### config.mk
export PLATFORM = sky130hd
export DESIGN_NAME = dvs_ravens_event_tx
export DESIGN_NICKNAME = d
export VERILOG_FILES = /design/src/rtl/dvs_ravens_event_tx_pkg.sv /design/src/rtl/dvs_ravens_event_tx.sv
export SDC_FILE = /design/constraint.sdc
export NUM_CORES = 1
export LEC_CHECK = 0
export ABC_CLOCK_PERIOD_IN_PS = 4100
export BUFFER_PORTS_ARGS = -buffer_cell sky130_fd_sc_hd__buf_2
export CORE_ASPECT_RATIO = 0.7
export CORE_MARGIN = 2
export CORE_UTILIZATION = 53
export DETAILED_ROUTE_END_ITERATION = 7
export PLACE_DENSITY = 0.85
export SLEW_MARGIN = 20
export SYNTH_ARGS = -nofsm -noshare
export SYNTH_HDL_FRONTEND = slang
export SYNTH_SLANG_ARGS = --single-unit
export TNS_END_PERCENT = 5
### constraint.sdc
create_clock -name clk -period 4.1 [get_ports clk]
set_input_delay 0.41 -clock clk [delete_from_list [all_inputs] [get_ports clk]]
set_output_delay 0.41 -clock clk [all_outputs]
set_load 0.01 [all_outputs]
### src/rtl/dvs_ravens_event_tx_pkg.sv
// Shared definitions for the DVS -> Ravens event transmitter.
// Packed event layout: {pol[32], ts[31:16], y[15:8], x[7:0]}.
// A frame carries one event, sent least-significant byte first.
package dvs_ravens_event_tx_pkg;

  localparam int EVENT_W  = 33;
  localparam int X_W      = 8;
  localparam int Y_W      = 8;
  localparam int TS_W     = 16;
  localparam int TX_BYTES = (EVENT_W + 7) / 8;

  localparam int X_LSB    = 0;
  localparam int Y_LSB    = X_LSB + X_W;
  localparam int TS_LSB   = Y_LSB + Y_W;
  localparam int POL_BIT  = TS_LSB + TS_W;

  typedef enum logic [1:0] {
    IDLE = 2'd0,
    REQ  = 2'd1,
    LOAD = 2'd2,
    SEND = 2'd3
  } tx_state_t;

endpackage

### src/rtl/dvs_ravens_event_tx.sv
// Read master (M2) of the DVS event queue. Requests the arbiter, pops one
// event per grant and streams it to the Ravens input pins as a fixed-length
// byte frame over valid/ready.
//
// Ports
//   clk, rst_n         clock, synchronous active-low reset
//   tx_en              1 = keep fetching events; 0 = finish frame, then idle
//   req_m2 / grant_m2  arbiter request / grant
//   fifo_rd_en         pop strobe (grant_m2 gated by REQ state)
//   fifo_rd_data       popped event, valid the cycle after fifo_rd_en
//   tx_data/valid/ready/last  byte stream towards Ravens
//   busy               FSM not idle
//   evt_count          completed frames, free-running modulo 2^16
//
// state | meaning
// IDLE  | nothing in flight, waiting for tx_en
// REQ   | requesting the arbiter; pop happens in the granted cycle
// LOAD  | popped data arrives, captured into the shift register
// SEND  | presenting frame bytes, LSB first, advancing on handshake
module dvs_ravens_event_tx
  import dvs_ravens_event_tx_pkg::*;
#(
  parameter int EVENT_W = dvs_ravens_event_tx_pkg::EVENT_W
) (
  input  logic               clk,
  input  logic               rst_n,
  input  logic               tx_en,
  output logic               req_m2,
  input  logic               grant_m2,
  output logic               fifo_rd_en,
  input  logic [EVENT_W-1:0] fifo_rd_data,
  output logic [7:0]         tx_data,
  output logic               tx_valid,
  input  logic               tx_ready,
  output logic               tx_last,
  output logic               busy,
  output logic [15:0]        evt_count
);

  localparam int TX_BYTES = (EVENT_W + 7) / 8;
  localparam int SHIFT_W  = 8 * TX_BYTES;

  tx_state_t          r_state;
  tx_state_t          w_state_nxt;
  logic [SHIFT_W-1:0] r_shift;
  logic [2:0]         r_idx;
  logic [15:0]        r_evt_count;
  logic               w_hs;

  always_ff @(posedge clk) begin
    if (!rst_n) begin
      r_state     <= IDLE;
      r_shift     <= '0;
      r_idx       <= '0;
      r_evt_count <= '0;
    end else begin
      r_state <= w_state_nxt;
      case (r_state)
        LOAD: begin
          // Zero-extend so the top byte carries only the polarity bit.
          r_shift <= SHIFT_W'(fifo_rd_data);
          r_idx   <= '0;
        end
        SEND: begin
          if (w_hs) begin
            r_shift <= r_shift >> 8;
            r_idx   <= r_idx + 3'd1;
            if (tx_last) begin
              r_evt_count <= r_evt_count + 16'd1;
            end
          end
        end
        default: ;
      endcase
    end
  end

  always_comb begin
    w_state_nxt = r_state;
    req_m2      = 1'b0;
    fifo_rd_en  = 1'b0;
    tx_valid    = 1'b0;
    tx_last     = 1'b0;
    w_hs        = 1'b0;
    case (r_state)
      IDLE: begin
        if (tx_en) w_state_nxt = REQ;
      end
      REQ: begin
        req_m2     = 1'b1;
        fifo_rd_en = grant_m2;
        if (grant_m2)   w_state_nxt = LOAD;
        else if (!tx_en) w_state_nxt = IDLE;
      end
      LOAD: begin
        w_state_nxt = SEND;
      end
      SEND: begin
        tx_valid = 1'b1;
        tx_last  = (r_idx == 3'(TX_BYTES - 1));
        w_hs     = tx_ready;
        // tx_en is only consulted once the whole frame is out.
        if (w_hs && tx_last) w_state_nxt = tx_en ? REQ : IDLE;
      end
      default: w_state_nxt = IDLE;
    endcase
  end

  // Shift register drains to zero, so tx_data reads 0x00 outside SEND.
  assign tx_data   = r_shift[7:0];
  assign busy      = (r_state != IDLE);
  assign evt_count = r_evt_count;

endmodule

==> results of run 1 <==
## cells by family after synthesis
family          Yosys count  synth area share
simple gates            143             0.263
flops                    54             0.449
compound gates           49             0.156
buf+inv                  37            0.0722
xor+xnor                 10            0.0364
fa+ha+maj                 3            0.0156
mux                       2           0.00831
## sequential cells by signal, indices dropped and copies added (netlist names), named ones only
name	count
r_shift	33
r_state	1
r_idx	3
evt_count	16
## final timing paths
kind,start,slack (ns),to
worst max-delay path,flop,1.51,tx_valid
worst max register to register,flop,2.00,r_idx[1]
worst min-delay path,fifo_rd_data[31],0.34,r_shift[31]
worst min register to register,r_shift[17],0.48,r_shift[9]
## where the power goes
group	internal (mW)	switching [mW]
Sequential	0.544	0.0138
Clock	0.182	0.171
Combinational	0.0436	0.0550
## Yosys cell counts (all sizes together) (3+ instances only)
library cell  count  area (um^2)
a21oi             7         35.0
a22oi             8         60.1
nor2             49          184
buf              11         76.3
clkbuf           15         56.3
nand3             5         25.0
inv               9         33.8
nor4              4         25.0
a311oi           25          219
nor3              5         25.0
nand2            62          233
dfxtp            54         1080
xnor2             8         70.1
and4              3         28.8
o21ai             3         15.0
ha                3         37.5
nand4             5         43.8
## through the flow
step                      setup WS [ns]  instances  total power [mW]  cell area (um^2)
after floorplan                    2.42        298             0.633              2410
after global placement             1.87        395             0.663              2700
after detailed placement           1.83        395             0.665              2700
after CTS                          1.49        403              1.01              2810
after global routing               1.30        404              1.05              2840
final                              1.51        404              1.01              2840
## per-layer routing
layer	vias up	GRT usage	routed length (um)
li1	1125	-	-
met1	974	0.287	2520
met2	69	0.314	2270
met3	7	0.0476	332
met4	0	0.0680	52
met5	-	0	0
## worst max-delay path, stage by stage, from the launching register on
cell and delay [ns]:
dfxtp_1 0.46, nand2_1 0.11, buf_4 0.29, clkinv_1 0.64
buf_2 0.37
## area by class of cell
| cell class | instances | share of cell area |
|---|---|---|
| inverters | 11 | 0.0145 |
| clock inverters | 2 | 0.0132 |
| well taps | 55 | 0.0242 |
| repair buffers | 69 | 0.131 |
| flip-flops and latches | 54 | 0.381 |
| multi-input cells | 207 | 0.410 |
| clock buffers | 6 | 0.0256 |
==> results.cfg, run 1 <==
[place]
gp_congestion = 0.860
post-dp-hpwl_mm = 3.59
port_buffers = 66

[floorplanning]
core_area_mm2 = 0.00435
die_x_um = 84.6
start_util = 0.553
ios = 67
dieArea_mm2 = 0.00511
num_rows = 20
die_y_um = 60.4

[finish]
diodes = 0
multi_input_area_mm2 = 0.00116
final_layout_size_suffix_gt1_frac = 0.232
layout_common_cells = buf_2, nand2_1, dfxtp_1
fillCellCount = 402
layout.nets = 389
layout_commonest_cell = buf_2
ff_latch_area_mm2 = 0.00108
final_util = 0.652
area_growth_pct = 17.9

[timing]
hold_violations = 0
holdWs_ns = 0.335
slew_headroom = 0.468
slew_violations = 0
setup_tns_ns = 0
worst_pin_slew_ns = 0.793
rsz0062_at_grt = false
fin_crit_ns = 2.59
clock_skew_ns = 0.0112
setup_violations = 0
fmax_mhz = 386
fin_crit_sh = 0.632

[logic_synthesis]
synth_nets = 339
synth.avg_cell_area_um2 = 8.08
ys_async_sr_fraction = 0
seq_area_frac_synth = 0.449
syn-instance-count = 298
synth_flop_cell = dfxtp_1
synth-edff-count = 0
synth_warnings = 0
yosysUniqueCellTypes = 37
syn_area_mm2 = 0.00241
ys_seq_elements = 54

[clock_network]
clock-sinks = 54
cts_hold_buf = 0
cts_resized = 0
clockBufferDepth = 2
clk_latency_ns = 0.31
clock-root-buffer = clkbuf_8
cts-buffers-inserted = 5
htreeDepth = 2
cts_tree = yes
cts_setup_buffers = 0
path_clk_slew_ns = 0.10

[routing]
avgViaCountPerCell = 5.38
routed_wl_mm = 5.18
ant_nets = 0
via_count = 2175
dr.pass1.iters = 4
routedWlPerCell_um = 12.8
drc_errors = 0
drt_iter0_drc = 147

[hold_path]
worstHoldPathType = input pin to flop
min_path_cells = 3

[setup_path]
start_kind = flop
cp_data_arrival_time_ns = 2.18
crit_fanout = 28
required_ns = 3.69
path_class = flop to output port
critPathCaptureType = output port
ff2ff_path_depth = 5

[global_route]
overflow = 0
grt_pass1_vias = 1822
grt_use_total = 0.203
antenna_found_initial = 0
grt_max_degree = 51
grt_pass1_wl_mm = 8.37

[pwr]
p_per_area_mw_per_mm2 = 356
p_leak_nw = 1.16
peakVddDrop_mv = 0.243

[run_status]
status = finished clean

[flow_run]
maxCapViolCount = 0
Power figures use the tool's default switching activity.
==> run 2: changes to the inputs <==
--- a/config.mk
+++ b/config.mk
@@ -5,13 +5,14 @@
 export SDC_FILE = /design/constraint.sdc
 export NUM_CORES = 1
 export LEC_CHECK = 0
-export ABC_CLOCK_PERIOD_IN_PS = 4100
+export ABC_AREA = 1
+export ABC_CLOCK_PERIOD_IN_PS = 2600
 export BUFFER_PORTS_ARGS = -buffer_cell sky130_fd_sc_hd__buf_2
 export CORE_ASPECT_RATIO = 0.7
 export CORE_MARGIN = 2
-export CORE_UTILIZATION = 53
+export CORE_UTILIZATION = 52
 export DETAILED_ROUTE_END_ITERATION = 7
-export PLACE_DENSITY = 0.85
+export PLACE_DENSITY = 0.83
 export SLEW_MARGIN = 20
 export SYNTH_ARGS = -nofsm -noshare
 export SYNTH_HDL_FRONTEND = slang
==> constraint.sdc (replaced) <==
create_clock -name clk -period 2.6 [get_ports clk]
set_input_delay 0.26 -clock clk [delete_from_list [all_inputs] [get_ports clk]]
set_output_delay 0.26 -clock clk [all_outputs]
set_load 0.01 [all_outputs]
==> results.cfg, run 2 <==
[logic_synthesis]
seq_area_frac_synth = 0.437
yosysTopAreaCell = dfxtp_1
yosysTopAreaCellShare = 0.437
yosysUniqueCellTypes = 23
syn_area_mm2 = 0.00247
synth.avg_cell_area_um2 = 7.09
synth-edff-count = 0
synth_commonest_cells = nand2_1, dfxtp_1, nor2_1
synth_warnings = 0
synth_nets = 390
synth_flop_cell = dfxtp_1
ys_top_cells_by_area = dfxtp_1, nand2_1, a31oi_1
ys_seq_elements = 54
yosysMostFrequentCell = nand2_1
ys_async_sr_fraction = 0
syn-instance-count = 349

[routing]
drt_iter0_drc = 179
drc_errors = 0
routedWlPerCell_um = 11.9
via_count = 2362
ant_nets = 0
routed_wl_mm = 5.41
avgViaCountPerCell = 5.18
dr.pass1.iters = 4

[timing]
hold_violations = 0
fin_crit_ns = 2.08
slew_violations = 0
clock_skew_ns = 0.00468
worst_pin_slew_ns = 0.725
holdWs_ns = 0.202
rsz0062_at_grt = false
fmax_mhz = 480
slew_headroom = 0.513
fin_crit_sh = 0.801
setup_violations = 0
setup_tns_ns = 0

[setup_path]
crit_cells = 4
cp_data_arrival_time_ns = 1.82
crit_fanout = 26
crit_buf_inv = 3
crit_path_max_incr_delay_ns = 0.60
path_class = flop to output port
ff2ff_path_depth = 6
path_cells = nand2_1 -> inv_2 -> buf_4 -> buf_2
path_delay_family = flip-flops
critPathCaptureType = output port
slowest_stage = dfxtp_1
start_kind = flop
required_ns = 2.34

[finish]
regMostFlops = r_shift
layout_common_cells = nand2_1, buf_2, dfxtp_1
layout.nets = 441
final_layout_size_suffix_gt1_frac = 0.209
largest_register_ffs = 33
layout_commonest_cell = nand2_1
final_util = 0.642
diodes = 0
area_growth_pct = 15.5
stdcell_count = 456
fillCellCount = 416

[clock_network]
clk_latency_ns = 0.30
clock-root-buffer = clkbuf_8
cts_tree = yes
clock-sinks = 54
htreeDepth = 2
cts-buffers-inserted = 5
cts_hold_buf = 0
path_clk_slew_ns = 0.09
clockBufferDepth = 2
cts_resized = 0
cts_setup_buffers = 0

[place]
post-dp-hpwl_mm = 3.83
port_buffers = 66
gp_congestion = 0.828
dpl.cell_count = 448

[global_route]
antenna_found_initial = 0
grt_max_degree = 51
grt_use_total = 0.209
grt_pass1_wl_mm = 8.89
grt_pass1_vias = 1989
overflow = 0

[pwr]
p_leak_nw = 1.31
p_total_mw = 1.54
peakVddDrop_mv = 0.321
p_per_area_mw_per_mm2 = 539

[floorplanning]
die_y_um = 61.7
dieArea_mm2 = 0.00534
die_x_um = 86.5
ios = 67
start_util = 0.556
num_rows = 20
core_area_mm2 = 0.00445

[hold_path]
worstHoldPathType = input pin to flop
min_path_cells = 3

[flow_run]
maxCapViolCount = 0

[run_status]
status = finished clean
## run 2: changes by cell type after synthesis, moves of 4 or more
cell / change
a21oi_1: +15
a22oi_1: -8
a311oi_1: -25
a31oi_1: +25
inv_1: +13
nand2_1: +35
nand3_1: +18
nor2_1: -19
nor4_1: -4
o21ai_0: +27
xnor2_1: -8
## run 2: worst paths after layout
path                            slack, ns         from           to
worst max register to register       0.61   r_state[0]  r_shift[14]
worst max-delay path                 0.52         flop     tx_valid
worst min-delay path                 0.20        tx_en   r_state[0]
worst min register to register       0.47  r_shift[32]  r_shift[32]
## run 2: layout make-up
type / count / area [um^2] / area share
clock buffers: 7 / 86.3 / 0.0302
clock inverters: 1 / 5.00 / 0.00175
inverters: 23 / 86.3 / 0.0302
multi-input cells: 246 / 1170 / 0.410
flip-flops and latches: 54 / 1080 / 0.378
well taps: 55 / 68.8 / 0.0241
repair buffers: 70 / 360 / 0.126
## run 2: cell families after synthesis
group | share of synthesized area
AO/OA/AOI/OAI | 0.168
flip-flops | 0.437
adder cells (fa/ha/maj) | 0.0152
buffers and inverters | 0.0900
XOR/XNOR | 0.00708
AND/OR/NAND/NOR | 0.283
## run 2: power breakdown
part / leakage [nW] / switching [mW] / internal, mW
registers: 0.438 / 0.0225 / 0.866
logic: 0.821 / 0.102 / 0.0700
clock network: 0.0482 / 0.266 / 0.216
## run 2: through the flow
step           area [um^2]  worst slack (ns)
2_1_floorplan         2470              1.16
3_3_place_gp          2770             0.805
3_5_place_dp          2770             0.650
4_1_cts               2860             0.529
5_1_grt               2860             0.368
6_report              2860             0.518
## run 2: worst min-delay path: cells and delay by family
family | cells | cell delay [ns]
AOI/OAI and AO/OA | 1 | 0.06
and+or+nand+nor | 1 | 0.07
buffers and inverters | 1 | 0.09
## run 2: layer usage
layer / global-route usage / vias up / share of wire
met5: 0 / - / 0
met4: 0.0580 / 0 / 0.0081
met3: 0.0423 / 5 / 0.056
met2: 0.322 / 67 / 0.40
met1: 0.304 / 1039 / 0.54
li1: - / 1251 / -
==> run 3: changes to the inputs <==
--- a/config.mk
+++ b/config.mk
@@ -6,7 +6,7 @@
 export NUM_CORES = 1
 export LEC_CHECK = 0
 export ABC_AREA = 1
-export ABC_CLOCK_PERIOD_IN_PS = 2600
+export ABC_CLOCK_PERIOD_IN_PS = 2000
 export BUFFER_PORTS_ARGS = -buffer_cell sky130_fd_sc_hd__buf_2
 export CORE_ASPECT_RATIO = 0.7
 export CORE_MARGIN = 2
==> constraint.sdc (replaced) <==
create_clock -name clk -period 2 [get_ports clk]
set_input_delay 0.2 -clock clk [delete_from_list [all_inputs] [get_ports clk]]
set_output_delay 0.2 -clock clk [all_outputs]
set_load 0.01 [all_outputs]
==> results.cfg, run 3 (synthesis gave the netlist of run 2 again) <==
[run_status]
status = finished clean

[routing]
drt_iter0_drc = 156
routed_wl_mm = 5.61
drc_errors = 0
routedWlPerCell_um = 12.2
dr.pass1.iters = 7
ant_nets = 0
via_count = 2449
avgViaCountPerCell = 5.35

[setup_path]
required_ns = 1.80
start_kind = flop
ff2ff_path_depth = 8
critPathCaptureType = output port
cp_data_arrival_time_ns = 1.48
crit_fanout = 26
path_class = flop to output port

[hold_path]
min_path_cells = 3
worstHoldPathType = input pin to flop

[finish]
regMostFlops = r_shift
layout_common_cells = nand2_1, buf_2, dfxtp_1
layout_commonest_cell = nand2_1
area_growth_pct = 16.2
layout.nets = 443
fillCellCount = 403
final_layout_size_suffix_gt1_frac = 0.216
largest_register_ffs = 33
diodes = 0

[floorplanning]
die_y_um = 61.7
num_rows = 20
dieArea_mm2 = 0.00534
start_util = 0.556
die_x_um = 86.5
core_area_mm2 = 0.00445
ios = 67

[place]
dp_slack_ns = 0.448
gp_congestion = 0.865
port_buffers = 66
post-dp-hpwl_mm = 4.02

[timing]
clock_skew_ns = 0.00414
setup_violations = 0
holdWs_ns = 0.143
worst_pin_slew_ns = 0.428
slew_violations = 0
fin_crit_sh = 0.839
fin_crit_ns = 1.68
setup_slack_ns = 0.323
slew_headroom = 0.714
rsz0062_at_grt = false
hold_violations = 0
setup_tns_ns = 0
fmax_mhz = 596

[clock_network]
cts_hold_buf = 0
clk_latency_ns = 0.31
htreeDepth = 2
cts_resized = 0
clock-sinks = 54
cts_setup_buffers = 0
clock-root-buffer = clkbuf_8
cts-buffers-inserted = 5
path_clk_slew_ns = 0.10
cts_tree = yes
clockBufferDepth = 2

[pwr]
p_leak_nw = 1.31
peakVddDrop_mv = 0.420
switching_share = 0.266
p_int_mw = 1.47
p_sw_mw = 0.533
p_seq_frac = 0.573
clkPwrFrac = 0.309
comb_power_share = 0.117
p_per_area_mw_per_mm2 = 698

[global_route]
grt_use_total = 0.210
grt_max_degree = 51
grt_pass1_wl_mm = 8.94
overflow = 0
antenna_found_initial = 0
grt_pass1_vias = 1974

[flow_run]
maxCapViolCount = 0
-- run 3: power by group through the flow --
stage	Combinational, mW	Clock [mW]	Sequential (mW)
after floorplan	0.166	0	1.17
after global placement	0.227	0	1.17
after detailed placement	0.234	0	1.18
after CTS	0.235	0.636	1.15
after global routing	0.265	0.673	1.16
final	0.236	0.621	1.15
-- run 3: critical path, cell delays in order, from the launching register on --
cell     delay (ns)
dfxtp_1        0.38
nand2_1        0.23
inv_2          0.11
buf_4          0.27
buf_2          0.18
-- run 3: cell type report --
class,instances,area [um^2],area share
clock buffer,5,68.8,0.0239
clock inverter,3,25.0,0.00870
inverter,23,86.3,0.0300
multi-input combinational,246,1170,0.407
sequential,54,1080,0.376
tap,55,68.8,0.0239
timing repair buffer,72,375,0.130
-- run 3: worst paths after layout --
path                        end       startpoint  slack, ns
hold reg to reg     r_shift[30]      r_shift[30]       0.47
setup reg to reg  evt_count[14]     evt_count[0]       0.40
setup / recovery       tx_valid             flop       0.32
hold / removal       r_shift[7]  fifo_rd_data[7]       0.14
-- run 3: metrics by stage --
stage / util / instance area, um^2 / power (mW) / cells
finish: 0.646 / 2880 / 2.01 / 458
global route: 0.646 / 2880 / 2.09 / 458
detailed placement: 0.625 / 2780 / 1.41 / 450
floorplan: - / 2470 / 1.34 / 349
global placement: 0.625 / 2780 / 1.40 / 450
CTS: 0.646 / 2880 / 2.02 / 458
-- run 3: layer usage --
metal  wire length (um)  GRT usage
met1               2830      0.306
met2               2380      0.322
met3                351     0.0383
met4                 44     0.0647
met5                  0          0
